[config.mk]
export PLATFORM = sky130hd
export DESIGN_NAME = note_judge_flat
export DESIGN_NICKNAME = d
export VERILOG_FILES = /design/src/rtl/judge_pkg.sv /design/src/rtl/note_judge_if.sv /design/src/rtl/rise_detect.sv /design/src/rtl/note_judge.sv /design/src/flat_wrapper.sv
export SDC_FILE = /design/constraint.sdc
export NUM_CORES = 1
export LEC_CHECK = 0
export CAP_MARGIN = 20
export CORE_MARGIN = 4
export CORE_UTILIZATION = 34
export DETAILED_ROUTE_END_ITERATION = 7
export PLACE_DENSITY = 0.5
export SYNTH_ARGS = -nofsm -noshare
export SYNTH_HDL_FRONTEND = slang
export SYNTH_SLANG_ARGS = --single-unit
[constraint.sdc]
create_clock -name clk -period 5.46 [get_ports clk]
set_input_delay 0.546 -clock clk [delete_from_list [all_inputs] [get_ports clk]]
set_output_delay 0.546 -clock clk [all_outputs]
set_load 0.03 [all_outputs]
[src/rtl/judge_pkg.sv]
// judge_pkg -- shared types and constants for the note_judge rhythm-game judge.
// Contents:
//   state_t    : judge FSM states (IDLE, ARMED, JUDGE, DONE)
//   result_t   : verdict codes on the result port (NONE/PERFECT/GOOD/MISS)
//   *_PTS      : score increments for PERFECT and GOOD hits
//   sat_add16  : 16-bit saturating add used for the score
package judge_pkg;

    typedef enum logic [1:0] {
        S_IDLE  = 2'd0,
        S_ARMED = 2'd1,
        S_JUDGE = 2'd2,
        S_DONE  = 2'd3
    } state_t;

    typedef enum logic [1:0] {
        RES_NONE    = 2'd0,
        RES_PERFECT = 2'd1,
        RES_GOOD    = 2'd2,
        RES_MISS    = 2'd3
    } result_t;

    localparam logic [15:0] PERFECT_PTS = 16'd2;
    localparam logic [15:0] GOOD_PTS    = 16'd1;

    function automatic logic [15:0] sat_add16(input logic [15:0] a, input logic [15:0] b);
        logic [16:0] sum;
        sum = {1'b0, a} + {1'b0, b};
        return sum[16] ? 16'hFFFF : sum[15:0];
    endfunction

endpackage

[src/rtl/note_judge_if.sv]
// note_judge_if -- groups the game-control inputs and judge outputs of note_judge.
// Signals:
//   gameSTART    : level, high enables judging
//   beat         : beat square wave, each rising edge opens a slot
//   expected     : recorded key code for the current beat (0 = rest)
//   arbiter      : player key code (0 = no key)
//   result       : verdict code, qualified by result_valid
//   result_valid : one-cycle pulse
//   score, combo, max_combo, beat_idx, done : game status
// Modports: master drives the inputs (game/player side), slave is the judge.
interface note_judge_if;

    logic        gameSTART;
    logic        beat;
    logic [5:0]  expected;
    logic [5:0]  arbiter;
    logic [1:0]  result;
    logic        result_valid;
    logic [15:0] score;
    logic [7:0]  combo;
    logic [7:0]  max_combo;
    logic [8:0]  beat_idx;
    logic        done;

    modport master (
        output gameSTART, beat, expected, arbiter,
        input  result, result_valid, score, combo, max_combo, beat_idx, done
    );

    modport slave (
        input  gameSTART, beat, expected, arbiter,
        output result, result_valid, score, combo, max_combo, beat_idx, done
    );

endinterface

[src/rtl/rise_detect.sv]
// rise_detect -- single-cycle rising-edge detector for a synchronous level.
// Ports:
//   clk, reset : clock and asynchronous active-high reset
//   sig        : monitored level
//   rise       : high in the cycle where sig is 1 and was 0 on the previous edge
module rise_detect (
    input  logic clk,
    input  logic reset,
    input  logic sig,
    output logic rise
);

    logic prev;

    always_ff @(posedge clk or posedge reset) begin
        if (reset) begin
            prev <= 1'b0;
        end else begin
            prev <= sig;
        end
    end

    assign rise = sig & ~prev;

endmodule

[src/rtl/note_judge.sv]
// note_judge -- judges player key presses against a recorded beat track.
// Each beat rising edge opens a slot and latches the expected key code.
// The first press in a slot is graded by how many cycles have elapsed
// since the slot opened (PERFECT / GOOD / MISS); a slot with a note and no
// press is reported as MISS when the next slot opens.
// Ports:
//   clk, reset : clock and asynchronous active-high reset
//   bus        : note_judge_if.slave (game inputs, verdict and status outputs)
// Parameters:
//   PERFECT_WIN, GOOD_WIN : elapsed-cycle windows for PERFECT and GOOD
//   N_BEATS               : slots per song
module note_judge
    import judge_pkg::*;
#(
    parameter logic [23:0] PERFECT_WIN = 24'd2_500_000,
    parameter logic [23:0] GOOD_WIN    = 24'd7_500_000,
    parameter logic [9:0]  N_BEATS     = 10'd512
) (
    input  logic         clk,
    input  logic         reset,
    note_judge_if.slave  bus
);

    state_t      state, state_next;
    logic        start_rise, beat_rise;
    logic [5:0]  arb_prev;
    logic [23:0] elapsed;
    logic [5:0]  slot_code;
    logic        judged;
    logic        carry_valid;
    logic [5:0]  carry_code;

    result_t     result_q;
    logic        result_valid_q;
    logic [15:0] score_q;
    logic [7:0]  combo_q, max_combo_q;
    logic [8:0]  beat_idx_q;
    logic        done_q;

    logic        press, in_play, slot_open, last_slot, miss_on_edge, judge_now;
    logic        issue, code_match;
    result_t     verdict;
    logic [5:0]  judge_code;
    logic [23:0] judge_elapsed;
    logic [15:0] score_next;
    logic [7:0]  combo_next, max_next;

    rise_detect u_start_rise (.clk(clk), .reset(reset), .sig(bus.gameSTART), .rise(start_rise));
    rise_detect u_beat_rise  (.clk(clk), .reset(reset), .sig(bus.beat),      .rise(beat_rise));

    // A press is any change of the key code to a nonzero value.
    assign press        = (bus.arbiter != 6'd0) && (bus.arbiter != arb_prev);
    assign in_play      = (state == S_JUDGE) && bus.gameSTART;
    assign slot_open    = (slot_code != 6'd0) && !judged;
    assign last_slot    = ({1'b0, beat_idx_q} == (N_BEATS - 10'd1));
    assign miss_on_edge = in_play && beat_rise && slot_open;
    // A press coinciding with a beat edge is parked in carry_* and graded
    // one cycle later against the new slot, so on an edge we never judge.
    assign judge_now    = in_play && !beat_rise && (carry_valid || press) && slot_open;

    always_ff @(posedge clk or posedge reset) begin
        if (reset) begin
            state <= S_IDLE;
        end else begin
            state <= state_next;
        end
    end

    always_comb begin
        state_next = state;
        case (state)
            S_IDLE:  if (start_rise) state_next = S_ARMED;
            S_ARMED: begin
                if (!bus.gameSTART)  state_next = S_IDLE;
                else if (beat_rise)  state_next = S_JUDGE;
            end
            S_JUDGE: begin
                if (!bus.gameSTART)              state_next = S_IDLE;
                else if (beat_rise && last_slot) state_next = S_DONE;
            end
            S_DONE:  if (!bus.gameSTART) state_next = S_IDLE;
            default: state_next = S_IDLE;
        endcase
    end

    // Grade the press being judged this cycle (a parked one wins and counts as elapsed 0).
    always_comb begin
        verdict       = RES_NONE;
        issue         = 1'b0;
        judge_code    = carry_valid ? carry_code : bus.arbiter;
        judge_elapsed = carry_valid ? 24'd0 : elapsed;
        code_match    = (judge_code == slot_code);
        if (miss_on_edge) begin
            issue   = 1'b1;
            verdict = RES_MISS;
        end else if (judge_now) begin
            issue = 1'b1;
            if (code_match && (judge_elapsed < PERFECT_WIN))   verdict = RES_PERFECT;
            else if (code_match && (judge_elapsed < GOOD_WIN)) verdict = RES_GOOD;
            else                                               verdict = RES_MISS;
        end
    end

    always_comb begin
        score_next = score_q;
        combo_next = combo_q;
        case (verdict)
            RES_PERFECT: begin
                score_next = sat_add16(score_q, PERFECT_PTS);
                combo_next = (combo_q == 8'hFF) ? 8'hFF : combo_q + 8'd1;
            end
            RES_GOOD: begin
                score_next = sat_add16(score_q, GOOD_PTS);
                combo_next = (combo_q == 8'hFF) ? 8'hFF : combo_q + 8'd1;
            end
            RES_MISS: combo_next = 8'd0;
            default:  ;
        endcase
        max_next = (combo_next > max_combo_q) ? combo_next : max_combo_q;
    end

    always_ff @(posedge clk or posedge reset) begin
        if (reset) begin
            arb_prev       <= 6'd0;
            elapsed        <= 24'd0;
            slot_code      <= 6'd0;
            judged         <= 1'b0;
            carry_valid    <= 1'b0;
            carry_code     <= 6'd0;
            result_q       <= RES_NONE;
            result_valid_q <= 1'b0;
            score_q        <= 16'd0;
            combo_q        <= 8'd0;
            max_combo_q    <= 8'd0;
            beat_idx_q     <= 9'd0;
            done_q         <= 1'b0;
        end else begin
            arb_prev       <= bus.arbiter;
            result_valid_q <= issue;
            carry_valid    <= 1'b0;
            if (issue) begin
                result_q    <= verdict;
                score_q     <= score_next;
                combo_q     <= combo_next;
                max_combo_q <= max_next;
            end
            case (state)
                S_IDLE: begin
                    if (start_rise) begin
                        score_q     <= 16'd0;
                        combo_q     <= 8'd0;
                        max_combo_q <= 8'd0;
                        beat_idx_q  <= 9'd0;
                        done_q      <= 1'b0;
                    end
                end
                S_ARMED: begin
                    if (bus.gameSTART && beat_rise) begin
                        elapsed     <= 24'd0;
                        slot_code   <= bus.expected;
                        judged      <= 1'b0;
                        carry_valid <= press;
                        carry_code  <= bus.arbiter;
                    end
                end
                S_JUDGE: begin
                    if (bus.gameSTART) begin
                        if (beat_rise) begin
                            if (last_slot) begin
                                done_q <= 1'b1;
                            end else begin
                                beat_idx_q  <= beat_idx_q + 9'd1;
                                elapsed     <= 24'd0;
                                slot_code   <= bus.expected;
                                judged      <= 1'b0;
                                carry_valid <= press;
                                carry_code  <= bus.arbiter;
                            end
                        end else begin
                            if (elapsed != 24'hFFFFFF) elapsed <= elapsed + 24'd1;
                            if (judge_now) judged <= 1'b1;
                        end
                    end
                end
                default: ;
            endcase
        end
    end

    assign bus.result       = result_q;
    assign bus.result_valid = result_valid_q;
    assign bus.score        = score_q;
    assign bus.combo        = combo_q;
    assign bus.max_combo    = max_combo_q;
    assign bus.beat_idx     = beat_idx_q;
    assign bus.done         = done_q;

endmodule

[src/flat_wrapper.sv]
// flat-port wrapper written by rule: the top's interface ports become plain ports
module note_judge_flat import judge_pkg::*;
#(
    parameter logic [23:0] PERFECT_WIN = 24'd2_500_000,
    parameter logic [23:0] GOOD_WIN    = 24'd7_500_000,
    parameter logic [9:0]  N_BEATS     = 10'd512
)
  (clk, reset, bus_gameSTART, bus_beat, bus_expected, bus_arbiter, bus_result, bus_result_valid, bus_score, bus_combo, bus_max_combo, bus_beat_idx, bus_done);
  note_judge_if bus_i ();
  input  logic clk;
  input  logic reset;
  input wire logic [$bits(bus_i.gameSTART)-1:0] bus_gameSTART;
  input wire logic [$bits(bus_i.beat)-1:0] bus_beat;
  input wire logic [$bits(bus_i.expected)-1:0] bus_expected;
  input wire logic [$bits(bus_i.arbiter)-1:0] bus_arbiter;
  output wire logic [$bits(bus_i.result)-1:0] bus_result;
  output wire logic [$bits(bus_i.result_valid)-1:0] bus_result_valid;
  output wire logic [$bits(bus_i.score)-1:0] bus_score;
  output wire logic [$bits(bus_i.combo)-1:0] bus_combo;
  output wire logic [$bits(bus_i.max_combo)-1:0] bus_max_combo;
  output wire logic [$bits(bus_i.beat_idx)-1:0] bus_beat_idx;
  output wire logic [$bits(bus_i.done)-1:0] bus_done;
  assign bus_i.gameSTART = bus_gameSTART;
  assign bus_i.beat = bus_beat;
  assign bus_i.expected = bus_expected;
  assign bus_i.arbiter = bus_arbiter;
  assign bus_result = bus_i.result;
  assign bus_result_valid = bus_i.result_valid;
  assign bus_score = bus_i.score;
  assign bus_combo = bus_i.combo;
  assign bus_max_combo = bus_i.max_combo;
  assign bus_beat_idx = bus_i.beat_idx;
  assign bus_done = bus_i.done;
  note_judge #(.PERFECT_WIN(PERFECT_WIN), .GOOD_WIN(GOOD_WIN), .N_BEATS(N_BEATS)) u_core (.clk(clk), .reset(reset), .bus(bus_i));
endmodule
==> results.sh <==
export IMPL_timing_final_ws_setup_ns=0.997
export IMPL_timing_fmax_mhz=224
export IMPL_dp_final_hpwl_mm=10.5
export IMPL_dieArea_um2=19300
export IMPL_grt_ovfl_total=0
export IMPL_hold_path_class="primary input to asynchronous set/reset pin"
export IMPL_synth_top_area_share=0.400
export IMPL_clk_pin_slew_ns=0.07
export IMPL_finalNetCount=733
export IMPL_synth_top_flop_cell="dfrtp_1"
export IMPL_place_ws_ns=0.704
export IMPL_irDropWorstVdd_mv=0.174
export IMPL_first_global_vias=4815
export IMPL_cpMaxStageDelayCell="ha_1"
export IMPL_maxCapViolCount=0
export IMPL_finalClockSkew_ns=0.00843
export IMPL_initial_core_util=0.349
export IMPL_synth_nets=687
export IMPL_drtIter0Drc=313
export IMPL_fin_crit_sh=0.817
export IMPL_ys_ff_latch=93
export IMPL_h_tree_depth=3
export IMPL_synthTopCellsByArea="dfrtp_1, ha_1, o21ai_0, nor2_1, nand2_1"
export IMPL_antenna_cells=0
export IMPL_async_flop_share=1.00
export IMPL_crit_fanout=15
export IMPL_gp_congestion=0.840
export IMPL_start_kind="register"
export IMPL_ant_nets=0
export IMPL_drv_slew=0
export IMPL_hold_ws_ns=0.499
export IMPL_cts_sinks=93
export IMPL_fin_util=0.416
export IMPL_cts_root_buffer="clkbuf_16"
export IMPL_synth_seq_area_share=0.400
export IMPL_grtUsageTotal=0.155
export IMPL_clk_latency_ns=0.35
export IMPL_grt_max_degree=73
export IMPL_synthDistinctLibCells=65
export IMPL_synth_edf_count=0
export IMPL_power_total_mw=2.22
export IMPL_crit_family="compound AO/OA/AOI/OAI gates"
export IMPL_period_minus_slack_ns=4.46
export IMPL_dr_pass1_iters=4
export IMPL_grt_pass1_wl_mm=25.0
export IMPL_cts_buffers=9
export IMPL_syn_inst=649
export IMPL_final_cells=920
export IMPL_core_region_area_um2=16600
export IMPL_die_h_um=139
export IMPL_cp_num_buf_inv=2
export IMPL_drc=0
export IMPL_ctsHoldBuffers=0
export IMPL_cp_arrival_ns=4.67
export IMPL_required_ns=5.67
export IMPL_dp_cells=903
export IMPL_num_fill_cells=1621
export IMPL_routed_wl_mm=14.8
export IMPL_path_common_cell="ha_1"
export IMPL_place_area_um2=6590
export IMPL_synth_most_common_cell="dfrtp_1"
export IMPL_grt_antenna_before_repair=0
export IMPL_syn_avg_cell_area_um2=8.96
export IMPL_yosys_area_top_type="dfrtp_1"
export IMPL_die_x_um=139
export IMPL_clock_path_buffers=2
export IMPL_cts_resized=0
export IMPL_cp_cell_sequence="inv_1 -> ha_1 -> nand2_1 -> a211oi_2 -> o21ai_1 -> a21oi_1 -> inv_1 -> ha_1 -> nor4_1 -> o22a_1 -> ha_1 -> nand4_1 -> a21oi_1 -> o32ai_1 -> nor2_1 -> a211oi_1"
export IMPL_setup_viol=0
export IMPL_placementRows=47
export IMPL_final_area_um2=6920
export IMPL_cp_end_kind="register"
export IMPL_p_per_area_nw_per_um2=321
export IMPL_synth_top_cells_by_count="dfrtp_1, nor2_1, nand2_1"
export IMPL_cts_tree="yes"
export IMPL_drt_wirelength_per_cell_um=16.0
export IMPL_tightest_slew_ns=0.946
export IMPL_drive_above_1_share=0.0743
export IMPL_avgViaCountPerCell=5.42
export IMPL_leakagePower_nw=2.79
export IMPL_cts_setup_buffers=0
export IMPL_port_buffers=60
export IMPL_status="finished clean"
export IMPL_io_pins=61
export IMPL_criticalPathCategory="register to register"
export IMPL_setup_tns_ns=0
export IMPL_multi_input_area_um2=3260
export IMPL_via_count=4989
export IMPL_rsz0062_at_grt="false"
export IMPL_hold_viol=0
export IMPL_area_delta_synth_final_pct=19.0
export IMPL_slew_headroom=0.370
export IMPL_yosysWarningCount=0
export IMPL_syn_area_um2=5810
export IMPL_regArea_um2=2330
export IMPL_max_stage_delay_ns=0.48
==> logic make-up after synthesis <==
logic type	after synthesis	share of synthesized area
AO/OA/AOI/OAI	170	0.194
XOR/XNOR	32	0.0482
multiplexers	24	0.0439
flip-flops	93	0.400
adder cells (fa/ha/maj)	22	0.0473
buffers and inverters	55	0.0402
AND/OR/NAND/NOR	253	0.226
==> cells in the final DEF, fill, tap and decap left out, types with 9 or more instances in the layout <==
cell type / Yosys / routed
dfrtp_1: 93 / 93
clkdlybuf4s50_1: 0 / 60
nor2_1: 58 / 58
nand2_1: 50 / 50
o21ai_0: 46 / 46
a21oi_1: 34 / 34
nand3_1: 28 / 28
nand4_1: 23 / 23
inv_1: 24 / 23
ha_1: 22 / 22
and3_1: 17 / 17
nor3_1: 17 / 17
xor2_1: 16 / 16
xnor2_1: 16 / 16
a31oi_1: 16 / 16
o21ai_1: 13 / 13
mux2_2: 12 / 12
mux2i_1: 12 / 12
nor2b_1: 10 / 10
o31ai_1: 9 / 9
or3_1: 9 / 9
nor4_1: 9 / 9
clkbuf_16: 0 / 9
==> flip-flops by register name (all words and copies together), names as in the netlist, 6 cells and up <==
register	cells
u_core.bus.beat_idx	9
u_core.carry_code	6
u_core.bus.combo	8
u_core.slot_code	6
u_core.elapsed	24
u_core.bus.score	16
u_core.arb_prev	6
u_core.bus.max_combo	8
==> path summary, 6_finish.rpt <==
| check | depth (start not counted) | slack, ns | start | to |
|---|---|---|---|---|
| worst max-delay path | 16 | 1.0 | u_core.state[0] | u_core.bus.max_combo[0] |
| worst min register to register | 1 | 0.50 | u_core.bus.result[1] | u_core.bus.result[1] |
| worst min-delay path | 2 | 0.50 | reset | u_core.bus.beat_idx[3] |
| worst max register to register | 16 | 1.0 | u_core.state[0] | u_core.bus.max_combo[0] |
| max in group asynchronous | 3 | 3.69 | reset | u_core.arb_prev[5] |
| min in group clk | 1 | 0.50 | u_core.bus.result[1] | u_core.bus.result[1] |
==> final cells by class <==
class / count / share of cell area
Clock buffer: 14 / 0.0411
Clock inverter: 2 / 0.00217
Inverter: 24 / 0.0132
Multi-Input combinational cell: 501 / 0.471
Sequential cell: 93 / 0.336
Tap cell: 220 / 0.0398
Timing Repair Buffer: 66 / 0.0962
==> where the power goes <==
part / leakage (nW) / total (mW) / internal [mW] / switching [mW]
logic: 1.40 / 0.700 / 0.297 / 0.403
registers: 1.24 / 0.895 / 0.788 / 0.107
clock network: 0.141 / 0.626 / 0.359 / 0.267
==> routing by layer <==
layer  vias to the layer above  global-route usage  part of all wire
met5                         -                   0                 0
met4                         0              0.0391             0.013
met3                        11              0.0297             0.037
met2                        96               0.251              0.47
met1                      2411               0.215              0.48
li1                       2471                   -                 -
Note: power is estimated with default switching activity, not from simulation.
